--- config.mk ---
export PLATFORM = sky130hd
export DESIGN_NAME = systolic_operand_loader
export DESIGN_NICKNAME = d
export VERILOG_FILES = /design/src/rtl/systolic_operand_loader.sv
export SDC_FILE = /design/constraint.sdc
export NUM_CORES = 1
export LEC_CHECK = 0
export ABC_AREA = 1
export CAP_MARGIN = 15
export CORE_MARGIN = 1
export CORE_UTILIZATION = 54
export DETAILED_ROUTE_END_ITERATION = 8
export GPL_ROUTABILITY_DRIVEN = 0
export PLACE_DENSITY = 0.94
export SYNTH_ARGS = -nofsm -noshare
export SYNTH_HDL_FRONTEND = slang
export SYNTH_SLANG_ARGS = --single-unit
--- constraint.sdc ---
create_clock -name clk -period 5.77 [get_ports clk]
set_input_delay 0.577 -clock clk [delete_from_list [all_inputs] [get_ports clk]]
set_output_delay 0.577 -clock clk [all_outputs]
set_load 0.005 [all_outputs]
--- src/rtl/systolic_operand_loader.sv ---
// Operand loader for the 3x3 systolic array: collects an 18-word A/B frame into a
// shadow buffer, commits the skewed vectors, then sequences the array through one run.
module systolic_operand_loader #(
    parameter int DATA_W  = 16,
    parameter int N       = 3,
    parameter int TIMEOUT = 64
) (
    input  logic                             clk,
    input  logic                             rst,
    input  logic                             in_valid,
    output logic                             in_ready,
    input  logic [DATA_W-1:0]                in_data,
    output logic [2*N-2:0][DATA_W-1:0]       west_0,
    output logic [2*N-2:0][DATA_W-1:0]       west_1,
    output logic [2*N-2:0][DATA_W-1:0]       west_2,
    output logic [2*N-2:0][DATA_W-1:0]       north_0,
    output logic [2*N-2:0][DATA_W-1:0]       north_1,
    output logic [2*N-2:0][DATA_W-1:0]       north_2,
    output logic                             arr_rst,
    input  logic                             arr_done,
    output logic                             busy,
    output logic                             mat_done,
    output logic                             err
);

    // state  | meaning
    // IDLE   | array held in reset, waiting for a full shadow frame
    // COMMIT | skewed shadow copied to west/north, shadow released for the next frame
    // RUN    | array released, waiting for arr_done or timeout
    typedef enum logic [1:0] {
        IDLE   = 2'd0,
        COMMIT = 2'd1,
        RUN    = 2'd2
    } state_t;

    localparam int D     = 2 * N - 1;
    localparam int FRAME = 2 * N * N;
    localparam int CW    = $clog2(FRAME);
    localparam int TW    = $clog2(TIMEOUT);

    state_t state, state_nxt;

    logic [DATA_W-1:0] shadow [FRAME];
    logic [CW-1:0]     count;
    logic              shadow_full;
    logic              full_nxt;
    logic              xfer;
    logic              commit;
    logic              timeout_hit;
    logic [TW-1:0]     timer;

    logic [N-1:0][D-1:0][DATA_W-1:0] skew_w;
    logic [N-1:0][D-1:0][DATA_W-1:0] skew_n;

    assign xfer = in_valid & in_ready;

    always_comb begin
        state_nxt   = state;
        arr_rst     = 1'b1;
        busy        = 1'b0;
        mat_done    = 1'b0;
        commit      = 1'b0;
        timeout_hit = 1'b0;
        case (state)
            IDLE: begin
                if (shadow_full)
                    state_nxt = COMMIT;
            end
            COMMIT: begin
                busy      = 1'b1;
                commit    = 1'b1;
                state_nxt = RUN;
            end
            RUN: begin
                busy    = 1'b1;
                arr_rst = 1'b0;
                // arr_done takes priority over a coincident timeout
                if (arr_done) begin
                    mat_done  = 1'b1;
                    state_nxt = IDLE;
                end else if (timer == TW'(TIMEOUT - 1)) begin
                    timeout_hit = 1'b1;
                    state_nxt   = IDLE;
                end
            end
            default: state_nxt = IDLE;
        endcase
    end

    always_ff @(posedge clk) begin
        if (!rst) begin
            state <= IDLE;
            timer <= '0;
            err   <= 1'b0;
        end else begin
            state <= state_nxt;
            if (state == RUN)
                timer <= timer + 1'b1;
            else
                timer <= '0;
            if (timeout_hit)
                err <= 1'b1;
        end
    end

    always_comb begin
        full_nxt = shadow_full;
        if (commit)
            full_nxt = 1'b0;
        if (xfer && count == CW'(FRAME - 1))
            full_nxt = 1'b1;
    end

    // Shadow keeps loading in every state; the commit copy reads pre-write contents.
    always_ff @(posedge clk) begin
        if (!rst) begin
            for (int k = 0; k < FRAME; k++)
                shadow[k] <= '0;
            count       <= '0;
            shadow_full <= 1'b0;
            in_ready    <= 1'b0;
        end else begin
            shadow_full <= full_nxt;
            in_ready    <= !full_nxt;
            if (xfer) begin
                shadow[count] <= in_data;
                if (count == CW'(FRAME - 1))
                    count <= '0;
                else
                    count <= count + 1'b1;
            end
        end
    end

    // Row i of A enters west_i delayed by i; column j of B enters north_j delayed by j.
    always_comb begin
        skew_w = '0;
        skew_n = '0;
        for (int i = 0; i < N; i++) begin
            for (int j = 0; j < N; j++) begin
                skew_w[i][i+j] = shadow[i*N+j];
                skew_n[j][i+j] = shadow[N*N+i*N+j];
            end
        end
    end

    always_ff @(posedge clk) begin
        if (!rst) begin
            west_0  <= '0;
            west_1  <= '0;
            west_2  <= '0;
            north_0 <= '0;
            north_1 <= '0;
            north_2 <= '0;
        end else if (commit) begin
            west_0  <= skew_w[0];
            west_1  <= skew_w[1];
            west_2  <= skew_w[2];
            north_0 <= skew_n[0];
            north_1 <= skew_n[1];
            north_2 <= skew_n[2];
        end
    end

endmodule
Word-level counts from Yosys, hierarchy flattened

Memories as Yosys holds them, arrays and structs flattened. A register that Yosys moved wholly into a read port is not among the register bits.
Index checks and enable logic that the tools add are counted.

Flip-flop bits (word level): 16
Bits in writable memories: 288
Output and inout port bits: 485
Word-level logic and storage cells: 63
Memories: 1

Memory list:

| memory | words | bits a word | read ports | clocked after Yosys merged registers in | wr ports | line | text |
|---|---|---|---|---|---|---|---|
| shadow | 18    | 16          | 18         | 18                                      | 18       | 43   | `logic [DATA_W-1:0] shadow [FRAME];` |

Add/sub/neg operators: 2
Equal/unequal tests: 6
Multiplexer cells: 22
Bitwise operators: 1
Reduce and logical (&&, ||, !) cells: 25

Operators by type and width:

| operator                                      | count |
|---|---|
| zero test 1 bit                               | 19 |
| two-way mux 16 bit                            | 1 |
| OR reduction 16 bit                           | 1 |
| two-way mux 1 bit                             | 15 |
| two-way mux 5 bit                             | 2 |
| adder 6 x 1 -> 6 bit, second input constant   | 1 |
| == test 6 bit, second input constant          | 1 |
| two-way mux 2 bit                             | 3 |
| one-hot mux 2 bit (3 select lines)            | 1 |
| adder 5 x 1 -> 5 bit, second input constant   | 1 |
| == test 5 bit, second input constant          | 1 |
| AND reduction 2 bit                           | 2 |
| inequality test 3 bit, second input constant  | 1 |
| == test 2 x 1 -> 1 bit, second input constant | 1 |
| == test 2 bit, second input constant          | 1 |
| zero test 2 bit                               | 1 |
| inequality test 2 bit, second input constant  | 1 |
| OR reduction 2 bit                            | 1 |
| AND 1 bit                                     | 1 |
| logical AND 1 bit                             | 1 |

Longest topological paths before layout

Gate-level depths: netlist (run 1).

Depth in word-level cells: 6
Gate-level depth with buffers: 9

Least setup slack after synthesis (run 1)

Ideal clock, no wire load.

Path type: input port to flip-flop
From: input rst
To: memory shadow[6][0] (enable)
Arrival: 2.602 ns
Required time: 5.359 ns
Path slack: 2.757 ns
Stages: 8
Buffers on the path: 2
Cell sequence: buf_4 -> inv_2 -> nor2_4 -> nand2_1 -> nor2_1 -> inv_2 -> clkbuf_1 -> o21ai_0

RTL lines:

| item        | line | text |
|---|---|---|
| from (decl) | 9    | `input logic rst,` |
| to (decl)   | 43   |  |

Worst setup path after layout (run 1)

From: register state[1]
To: register west_1[50] in the netlist's numbering, read port of shadow

Longest elaborated chain between the ends: 2

Ends and longest elaborated chain:

| item                   | line | text |
|---|---|---|
| from (decl)            | 41   | `state_t state, state_nxt;` |
| from (signal assigned) | 96   | `state <= state_nxt;` |
| == test 2 x 1 -> 1 bit | 64   | `case (state)` |
| two-way mux 1 bit      | 64   |  |
| to (decl)              | 14   | `output logic [2*N-2:0][DATA_W-1:0] west_1,` |

Every way passes these cells.
A chain may end at the register's enable or synchronous reset.

==> flow_metrics.env, run 1 <==
export IMPL_detail_route_wirelength_um=62020
export IMPL_worst_margin_pin_slew_ns=1.197
export IMPL_grt_overflow=0
export IMPL_cts_buffers_inserted=55
export IMPL_synth_compound_area_share_pct=6.976
export IMPL_avgViaCountPerCell=5.490
export IMPL_post_drt_wl_per_cell_um=20.31
export IMPL_floorplan_core_area_sq_mm=0.04120
export IMPL_hold_viol=0
export IMPL_die_h_um=207.1
export IMPL_syn_area_per_cell_sq_um=10.07
export IMPL_detailed_placer_s_ending_hpwl_um=38570
export IMPL_holdBufCountCts=0
export IMPL_critPathMaxFanout=111
export IMPL_synth_area_sq_mm=0.02273
export IMPL_layout_drive_gt1_share_pct=6.622
export IMPL_drtPass1Iterations=6
export IMPL_worst_min_delay_path_class="reg -> reg"
export IMPL_yosys_area_share_adder_pct=0.3854
export IMPL_grt_setup_unrepaired="no"
export IMPL_utilization_pct=65.99
export IMPL_max_freq_mhz=280.2
export IMPL_number_of_enable_type_register_cells_in_the_synthesized_netlist=288
export IMPL_outcome="complete, no violations"
export IMPL_rows=74
export IMPL_regToRegSetupSlack_ns=2.20
export IMPL_postCtsSetupRepairBufs=0
export IMPL_finClkSkew_ns=0.02838
export IMPL_drt_iter0_markers=1881
export IMPL_route_detailed_drc=0
export IMPL_cp_data_required_time_ns=6.30
export IMPL_groute_layer_met3_usage_pct=7.080
export IMPL_synth_top_family_by_area="simple AND/OR/NAND/NOR gates"
export IMPL_netlist_instances=2257
export IMPL_pin_count_of_the_biggest_net_entering_global_routing=229
export IMPL_ys_warn_count=0
export IMPL_die_area_sq_mm=0.04291
export IMPL_synth_area_top_cells="edfxtp_1 38%, dfxtp_1 27%, nor2_1 11%"
export IMPL_cts_reportedPaths_clkPinSlew_ns=0.06
export IMPL_p_per_area_mw_per_mm2=466.0
export IMPL_worst_skew_pair_late_latency_ns=0.61
export IMPL_initial_utilization_pct=55.16
export IMPL_post_synth_top_area_fraction_pct=38.06
export IMPL_cts_tree="done"
export IMPL_timing_setup_tns_ns=0
export IMPL_first_pass_grt_wire_length_um=91990
export IMPL_timing_final_crit_share_pct=61.85
export IMPL_critPathArrivalTime_ns=4.10
export IMPL_yosys_mux_area_fraction_pct=0
export IMPL_postSynth_topFlopCell="dfxtp_1"
export IMPL_synth_seq_area_share_pct=64.84
export IMPL_grt_use_met2_pct=46.56
export IMPL_synth_top_cells_by_count="671 x nor2_1, 304 x dfxtp_1, 302 x o21ai_0"
export IMPL_syn2layout_area_growth_pct=19.64
export IMPL_cap_violations=0
export IMPL_h_tree_depth=2
export IMPL_synth_most_common_cell="nor2_1"
export IMPL_antenna_found_initial=1
export IMPL_worst_setup_path_type="reg -> reg"
export IMPL_synth_xor_area_share_pct=0.1156
export IMPL_grtUsageTotal_pct=28.00
export IMPL_holdWs_ns=0.4497
export IMPL_floorplan_io_pins=505
export IMPL_timing_final_max_slew_violations=0
export IMPL_start_kind="register"
export IMPL_p_total_w=0.01267
export IMPL_netlist_cell_type_count=30
export IMPL_grt_busiest_layer="met2"
export IMPL_vias_in_the_first_global_route=15800
export IMPL_port_buffer_count=312
export IMPL_cts_root_buf="clkbuf_16"
export IMPL_drtAntennaViolNets=0
export IMPL_synthSimpleGateAreaFrac_pct=17.32
export IMPL_cts_sinks=592
export IMPL_power_leakage_nw=10.80
export IMPL_synth_seq_cells=592
export IMPL_width_of_the_chip_um=207.1
export IMPL_vias=16770
export IMPL_vdd_ir_drop_max_uv=273.6
export IMPL_slew_headroom_pct=20.01
export IMPL_clock_path_buffers=3
export IMPL_grt_met1_usage_pct=33.98
export IMPL_async_flop_share_pct=0
export IMPL_antennaDiodeCount=0
export IMPL_finalSetupViolCount=0
export IMPL_synth_area_leader_cell="edfxtp_1"
export IMPL_post_cts_resize_count=0
export IMPL_nets=2502
export IMPL_element_type_at_the_critical_path_end="register"
export IMPL_period_minus_slack_ns=3.569
[critical path, cell delays in order, from the launching register on]
cell     delay [ns]
dfxtp_1        0.34
inv_1          0.15
ha_4           0.73
buf_4          0.91
buf_4          0.84
o21ai_0        0.29
nor2_1         0.19
[metrics by stage]
stage	instance area [sq um]	setup WS (ns)	cells
final	27190	2.201	3054
after global routing	27190	2.051	3054
after floorplan	23440	2.757	2448
after global placement	25230	1.768	2945
after CTS	27130	2.146	3049
after detailed placement	25230	1.546	2945
[placed cells by master (no fill, tap or decap), drive strengths merged]
| cell | Yosys | routed |
|---|---|---|
| nor2 | 674 | 674 |
| clkdlybuf4s50 | 0 | 311 |
| o21ai | 306 | 306 |
| dfxtp | 304 | 304 |
| edfxtp | 288 | 288 |
| nor3 | 197 | 197 |
| conb | 1 | 192 |
| clkbuf | 105 | 76 |
| inv | 56 | 62 |
| nand2 | 49 | 49 |
| clkinv | 0 | 16 |
| buf | 249 | 12 |
| nand3 | 7 | 7 |
| ha | 7 | 7 |
| a21oi | 5 | 5 |
| bufinv | 0 | 5 |
| o21a | 2 | 2 |
| xor2 | 2 | 2 |
| nand4 | 2 | 2 |
| clkinvlp | 0 | 2 |
| o21bai | 1 | 1 |
| xnor2 | 1 | 1 |
| a31oi | 1 | 1 |
[state kept, by name, indices dropped and copies added (netlist names)]
signal       cells
shadow         288
state            2
north_1         48
timer            6
west_0          48
count            5
err              1
in_ready         1
west_1          48
west_2          48
north_0         48
shadow_full      1
north_2         48
[final cells by class]
cell class / count / area (sq um)
clock buffer: 75 / 1612
clock inverter: 29 / 296.5
fill: 2856 / 14010
inverter: 56 / 217.7
multi-input combinational: 1446 / 6420
sequential: 592 / 14730
tap: 532 / 665.6
timing repair buffer: 324 / 3244
[where the power goes]
part | total, W | leakage (nW) | internal, W | switching [W]
registers | 0.00559 | 5.47 | 0.00515 | 0.000436
clock network | 0.00379 | 0.951 | 0.00219 | 0.00160
logic | 0.00329 | 4.38 | 0.00151 | 0.00178
[cell families after synthesis]
family | Yosys count
AOI/OAI and AO/OA | 315
xor gates and xnor gates | 3
adders and majority gates | 7
buffers and inverters | 410
DFF | 592
other | 1
and+or+nand+nor | 929
[worst paths after layout]
path | end | depth (start not counted) | from
hold / removal | timer[0] | 1 | timer[0]
setup / recovery | west_1[50] | 6 | state[1]
setup reg to reg | west_1[50] | 6 | state[1]
hold reg to reg | timer[0] | 1 | timer[0]
[metal layers]
| metal | up-vias | routed length (um) |
|---|---|---|
| met2 | 1079 | 30250 |
| met4 | 0 | 2803 |
| met1 | 7964 | 22640 |
| li1 | 7534 | - |
| met5 | - | 0 |
| met3 | 188 | 6329 |
No activity file was read; power rests on OpenSTA's default activity.
==> run 2: changes to the inputs <==
Settings changed: CORE_UTILIZATION 54 to 51, PLACE_DENSITY 0.94 to 0.9.
Clock period 5.77 ns to 3.7 ns, I/O delays scaled along.
==> flow_metrics.env, run 2 (synthesis results as in run 1) <==
export IMPL_vdd_ir_drop_max_uv=707.1
export IMPL_port_buffer_count=312
export IMPL_worst_margin_pin_slew_ns=1.039
export IMPL_h_tree_depth=2
export IMPL_avgViaCountPerCell=5.312
export IMPL_period_minus_slack_ns=2.567
export IMPL_p_int_w=0.01357
export IMPL_detailed_placer_s_ending_hpwl_um=39070
export IMPL_largest_register="shadow"
export IMPL_seqPwrFrac_pct=45.0
export IMPL_cts_root_buf="clkbuf_16"
export IMPL_power_leakage_nw=10.83
export IMPL_grt_overflow=0
export IMPL_cts_reportedPaths_clkPinSlew_ns=0.07
export IMPL_die_area_sq_mm=0.04541
export IMPL_worst_min_delay_path_class="in -> reg"
export IMPL_postCtsSetupRepairBufs=0
export IMPL_cts_buffers_inserted=57
export IMPL_cts_sinks=592
export IMPL_antenna_found_initial=0
export IMPL_cts_tree="done"
export IMPL_critical_path_cell_chain="nand2_1 > nor2_4 > buf_4 > nand4_4 > o21ai_2"
export IMPL_regToRegSetupSlack_ns=1.13
export IMPL_vias=16640
export IMPL_drt_iter0_markers=1986
export IMPL_initial_utilization_pct=52.18
export IMPL_detail_route_wirelength_um=61410
export IMPL_critPathArrivalTime_ns=2.80
export IMPL_drtAntennaViolNets=0
export IMPL_layout_common_cells="671 x nor2_1, 311 x clkdlybuf4s50_1, 304 x dfxtp_1"
export IMPL_slew_headroom_pct=30.72
export IMPL_finalSetupViolCount=0
export IMPL_grt_setup_unrepaired="no"
export IMPL_vias_in_the_first_global_route=15730
export IMPL_timing_final_crit_share_pct=69.39
export IMPL_reg2reg_to="shadow[8][11]"
export IMPL_hold_viol=0
export IMPL_timing_final_max_slew_violations=0
export IMPL_element_type_at_the_critical_path_end="register"
export IMPL_timing_setup_tns_ns=0
export IMPL_floorplan_io_pins=505
export IMPL_layout_cells_non_filler=3133
export IMPL_clock_path_buffers=3
export IMPL_nets=2526
export IMPL_r2r_cells=5
export IMPL_pin_count_of_the_biggest_net_entering_global_routing=286
export IMPL_drtPass1Iterations=6
export IMPL_start_kind="register"
export IMPL_layout_commonest_cell="nor2_1"
export IMPL_p_total_w=0.01936
export IMPL_post_drt_wl_per_cell_um=19.60
export IMPL_power_switching_share_pct=29.88
export IMPL_worst_skew_pair_late_latency_ns=0.61
export IMPL_path_depth=5
export IMPL_first_pass_grt_wire_length_um=90410
export IMPL_holdBufCountCts=0
export IMPL_layout_drive_gt1_share_pct=7.104
export IMPL_finClkSkew_ns=0.02007
export IMPL_placement_cell_area_sq_mm=0.02551
export IMPL_rows=76
export IMPL_largest_register_ffs=288
export IMPL_critical_path_slowest_cell="o21ai_2"
export IMPL_finalInstanceArea_sq_mm=0.02732
export IMPL_post_cts_resize_count=0
export IMPL_worst_setup_path_type="reg -> reg"
export IMPL_antennaDiodeCount=0
export IMPL_critical_path_reg2reg_startpoint="in_ready"
export IMPL_max_freq_mhz=389.5
export IMPL_critPathTopFamily="compound AO/OA/AOI/OAI gates"
export IMPL_cap_violations=0
export IMPL_cp_buffers_inverters=1
export IMPL_place_inst=3025
export IMPL_die_h_um=213.1
export IMPL_worstHoldPathCells=3
export IMPL_grtUsageTotal_pct=26.62
export IMPL_route_detailed_drc=0
export IMPL_critPathMaxStageDelay_ns=0.79
export IMPL_cp_data_required_time_ns=3.93
export IMPL_outcome="complete, no violations"
export IMPL_p_comb_share_pct=25.9
export IMPL_floorplan_core_area_sq_mm=0.04355
export IMPL_pwr_share_clk_pct=29.0
export IMPL_switchingPower_w=0.005783
export IMPL_p_per_area_mw_per_mm2=708.5
export IMPL_width_of_the_chip_um=213.1
export IMPL_syn2layout_area_growth_pct=20.21
export IMPL_crit_path_end="shadow[8][11]"
export IMPL_critPathMaxFanout=26
export IMPL_timing_critical_path_from="in_ready"
==> run 2: cell types whose count changed in the layout (fill, tap and decap cells not counted), sizes merged <==
cell	delta
clkinv	+3
clkinvlp	-2
inv	-2
clkbuf	+9
buf	+22
bufinv	-4
==> run 2: worst min path at each step <==
| stage | endpoint | startpoint |
|---|---|---|
| after global placement | timer[0] | timer[0] |
| after detailed placement | timer[0] | timer[0] |
| after CTS | west_2[65] | rst |
| after global routing | west_1[59] | rst |
| after floorplan | timer[0] | timer[0] |
| final | west_2[65] | rst |
==> run 2: power by group through the flow <==
stage | Sequential [W] | Combinational (W) | Clock, W
5_1_grt | 0.00882 | 0.00555 | 0.00593
4_1_cts | 0.00871 | 0.00504 | 0.00567
3_5_place_dp | 0.00883 | 0.00498 | 0
3_3_place_gp | 0.00880 | 0.00481 | 0
6_report | 0.00872 | 0.00502 | 0.00562
2_1_floorplan | 0.00873 | 0.00226 | 0
==> run 2: per-layer routing <==
layer  track usage (%)  part of all wire, %  vias up
met5                 0                    0        -
met4             10.62                  3.8        0
met3             6.957                   10      137
met2             43.31                   48     1000
met1             33.83                   38     7925
li1                  -                    -     7581
==> run 2: through the flow <==
step	util [%]	worst slack (ns)	hold WS, ns
floorplan	-	0.8939	0.4176
global placement	58.58	0.7184	0.4269
detailed placement	58.58	0.6349	0.4357
CTS	62.73	1.189	0.2784
global route	62.73	1.003	0.3284
finish	62.73	1.133	0.3082
==> run 2: cell type report <==
| type | instances | area [sq um] |
|---|---|---|
| sequential | 592 | 14730 |
| inverter | 56 | 217.7 |
| clock buffer | 84 | 1644 |
| tap | 585 | 732.0 |
| clock inverter | 24 | 160.2 |
| timing repair buffer | 346 | 3420 |
| fill | 3280 | 16230 |
| multi-input combinational | 1446 | 6411 |
==> run 2: worst reg2reg max path: cells and delay by family (launching register included) <==
family / cells / cell delay [ns]
AO/OA/AOI/OAI: 1 / 0.79
AND/OR/NAND/NOR: 3 / 0.75
flip-flops: 1 / 0.34
buffers and inverters: 1 / 0.30
==> run 3: changes to the inputs <==
Clock period 3.7 ns to 2.4 ns, I/O delays scaled along.
==> flow_metrics.env, run 3 (synthesis results as in run 1) <==
export IMPL_worst_margin_pin_slew_ns=0.9284
export IMPL_cap_violations=0
export IMPL_critical_path_slowest_cell="clkdlybuf4s50_1"
export IMPL_max_freq_mhz=461.3
export IMPL_worst_min_delay_path_class="reg -> reg"
export IMPL_timing_final_max_slew_violations=0
export IMPL_die_area_sq_mm=0.04541
export IMPL_finalSetupViolCount=0
export IMPL_worst_skew_pair_late_latency_ns=0.62
export IMPL_slew_headroom_pct=38.11
export IMPL_floorplan_core_area_sq_mm=0.04355
export IMPL_timing_critical_path_from="state[0]"
export IMPL_critPathArrivalTime_ns=1.93
export IMPL_p_int_w=0.02156
export IMPL_drt_iter0_markers=1817
export IMPL_h_tree_depth=2
export IMPL_cts_buffers_inserted=55
export IMPL_element_type_at_the_critical_path_end="output pin"
export IMPL_floorplan_io_pins=505
export IMPL_outcome="complete, no violations"
export IMPL_antenna_found_initial=0
export IMPL_grtUsageTotal_pct=27.25
export IMPL_first_pass_grt_wire_length_um=93360
export IMPL_drtPass1Iterations=6
export IMPL_area_sequential_sq_mm=0.01473
export IMPL_cts_root_buf="clkbuf_16"
export IMPL_largest_register="shadow"
export IMPL_switchingPower_w=0.009256
export IMPL_vias_in_the_first_global_route=16320
export IMPL_fillers=3122
export IMPL_die_h_um=213.1
export IMPL_initial_utilization_pct=52.18
export IMPL_p_per_area_mw_per_mm2=1103
export IMPL_rows=76
export IMPL_layout_common_cells="671 x nor2_1, 311 x clkdlybuf4s50_1, 304 x dfxtp_1"
export IMPL_hold_viol=0
export IMPL_p_comb_share_pct=26.4
export IMPL_detail_route_wirelength_um=62880
export IMPL_largest_register_ffs=288
export IMPL_clock_path_buffers=3
export IMPL_width_of_the_chip_um=213.1
export IMPL_cts_tree="done"
export IMPL_layout_commonest_cell="nor2_1"
export IMPL_layout_cells_non_filler=3172
export IMPL_final_critical_path_setup_slack_ns=0.2324
export IMPL_critical_path_cell_chain="inv_1 > ha_1 > clkdlybuf4s50_1"
export IMPL_pwr_share_clk_pct=30.1
export IMPL_detailed_placer_s_ending_hpwl_um=40410
export IMPL_syn2layout_area_growth_pct=22.92
export IMPL_critical_path_reg2reg_startpoint="in_ready"
export IMPL_power_switching_share_pct=30.04
export IMPL_worst_setup_timing_slack_at_the_placement_stage_ns=0.09576
export IMPL_period_minus_slack_ns=2.168
export IMPL_p_total_w=0.03082
export IMPL_timing_setup_tns_ns=0
export IMPL_finClkSkew_ns=0.03106
export IMPL_cp_data_required_time_ns=2.16
export IMPL_avgViaCountPerCell=5.358
export IMPL_seqPwrFrac_pct=43.6
export IMPL_port_buffer_count=312
export IMPL_multi_input_area_sq_mm=0.006406
export IMPL_drtAntennaViolNets=0
export IMPL_start_kind="register"
export IMPL_layout_drive_gt1_share_pct=8.894
export IMPL_place_inst=3066
export IMPL_nets=2566
export IMPL_route_detailed_drc=0
export IMPL_holdWs_ns=0.4646
export IMPL_worst_setup_path_type="reg -> out"
export IMPL_power_leakage_nw=11.12
export IMPL_vdd_ir_drop_max_uv=738.4
export IMPL_vias=16990
export IMPL_hp_start="timer[0]"
export IMPL_cts_sinks=592
export IMPL_pin_count_of_the_biggest_net_entering_global_routing=212
export IMPL_cts_reportedPaths_clkPinSlew_ns=0.06
export IMPL_timing_final_crit_share_pct=90.31
export IMPL_grt_setup_unrepaired="no"
export IMPL_regToRegSetupSlack_ns=0.43
export IMPL_post_drt_wl_per_cell_um=19.82
export IMPL_grt_overflow=0
export IMPL_critPathMaxStageDelay_ns=0.50
export IMPL_critPathMaxFanout=3
run 3: metal layers:
| metal | global-route usage [%] | wire length [um] |
|---|---|---|
| met5 | 0 | 0 |
| met4 | 12.83 | 2883 |
| met3 | 6.104 | 6234 |
| met2 | 45.41 | 30190 |
| met1 | 33.60 | 23570 |
run 3: worst max-delay path: cells and delay by family, from the launching register on:
family	cells	cell delay, ns
adder cells (fa/ha/maj)	1	0.30
buffers and inverters	2	0.61
flip-flops	1	0.40
run 3: final timing paths:
check,end,depth (start not counted)
max,busy,3
min,timer[0],1
max reg2reg,shadow[5][8],7
min reg2reg,timer[0],1
run 3: area by class of cell:
class                           instances  share of cell area [%]
Inverter                               56                  0.7794
Clock buffer                           66                   5.370
Clock inverter                         38                   1.581
Timing Repair Buffer                  388                   13.96
Tap cell                              585                   2.620
Sequential cell                       592                   52.75
Antenna cell                            1                0.008958
Multi-Input combinational cell       1446                   22.93
run 3: power groups by stage:
stage                     Clock (W)  Combinational (W)  Sequential, W
after floorplan                   0            0.00349         0.0135
after global placement            0            0.00773         0.0135
after detailed placement          0            0.00797         0.0136
after CTS                   0.00936            0.00813         0.0134
after global routing        0.00975            0.00888         0.0136
final                       0.00926            0.00812         0.0134
run 3: what timing repair did:
action	CTS	global route
resized for setup	0	0
buffers inserted	0	0
endpoints found under the hold margin	2	0
hold buffers	1	0
run 3: stage by stage:
stage	util [%]	instance area [sq um]
2_1_floorplan	-	23440
3_3_place_gp	59.65	25980
3_5_place_dp	59.65	25980
4_1_cts	64.13	27930
5_1_grt	64.13	27930
6_report	64.14	27930
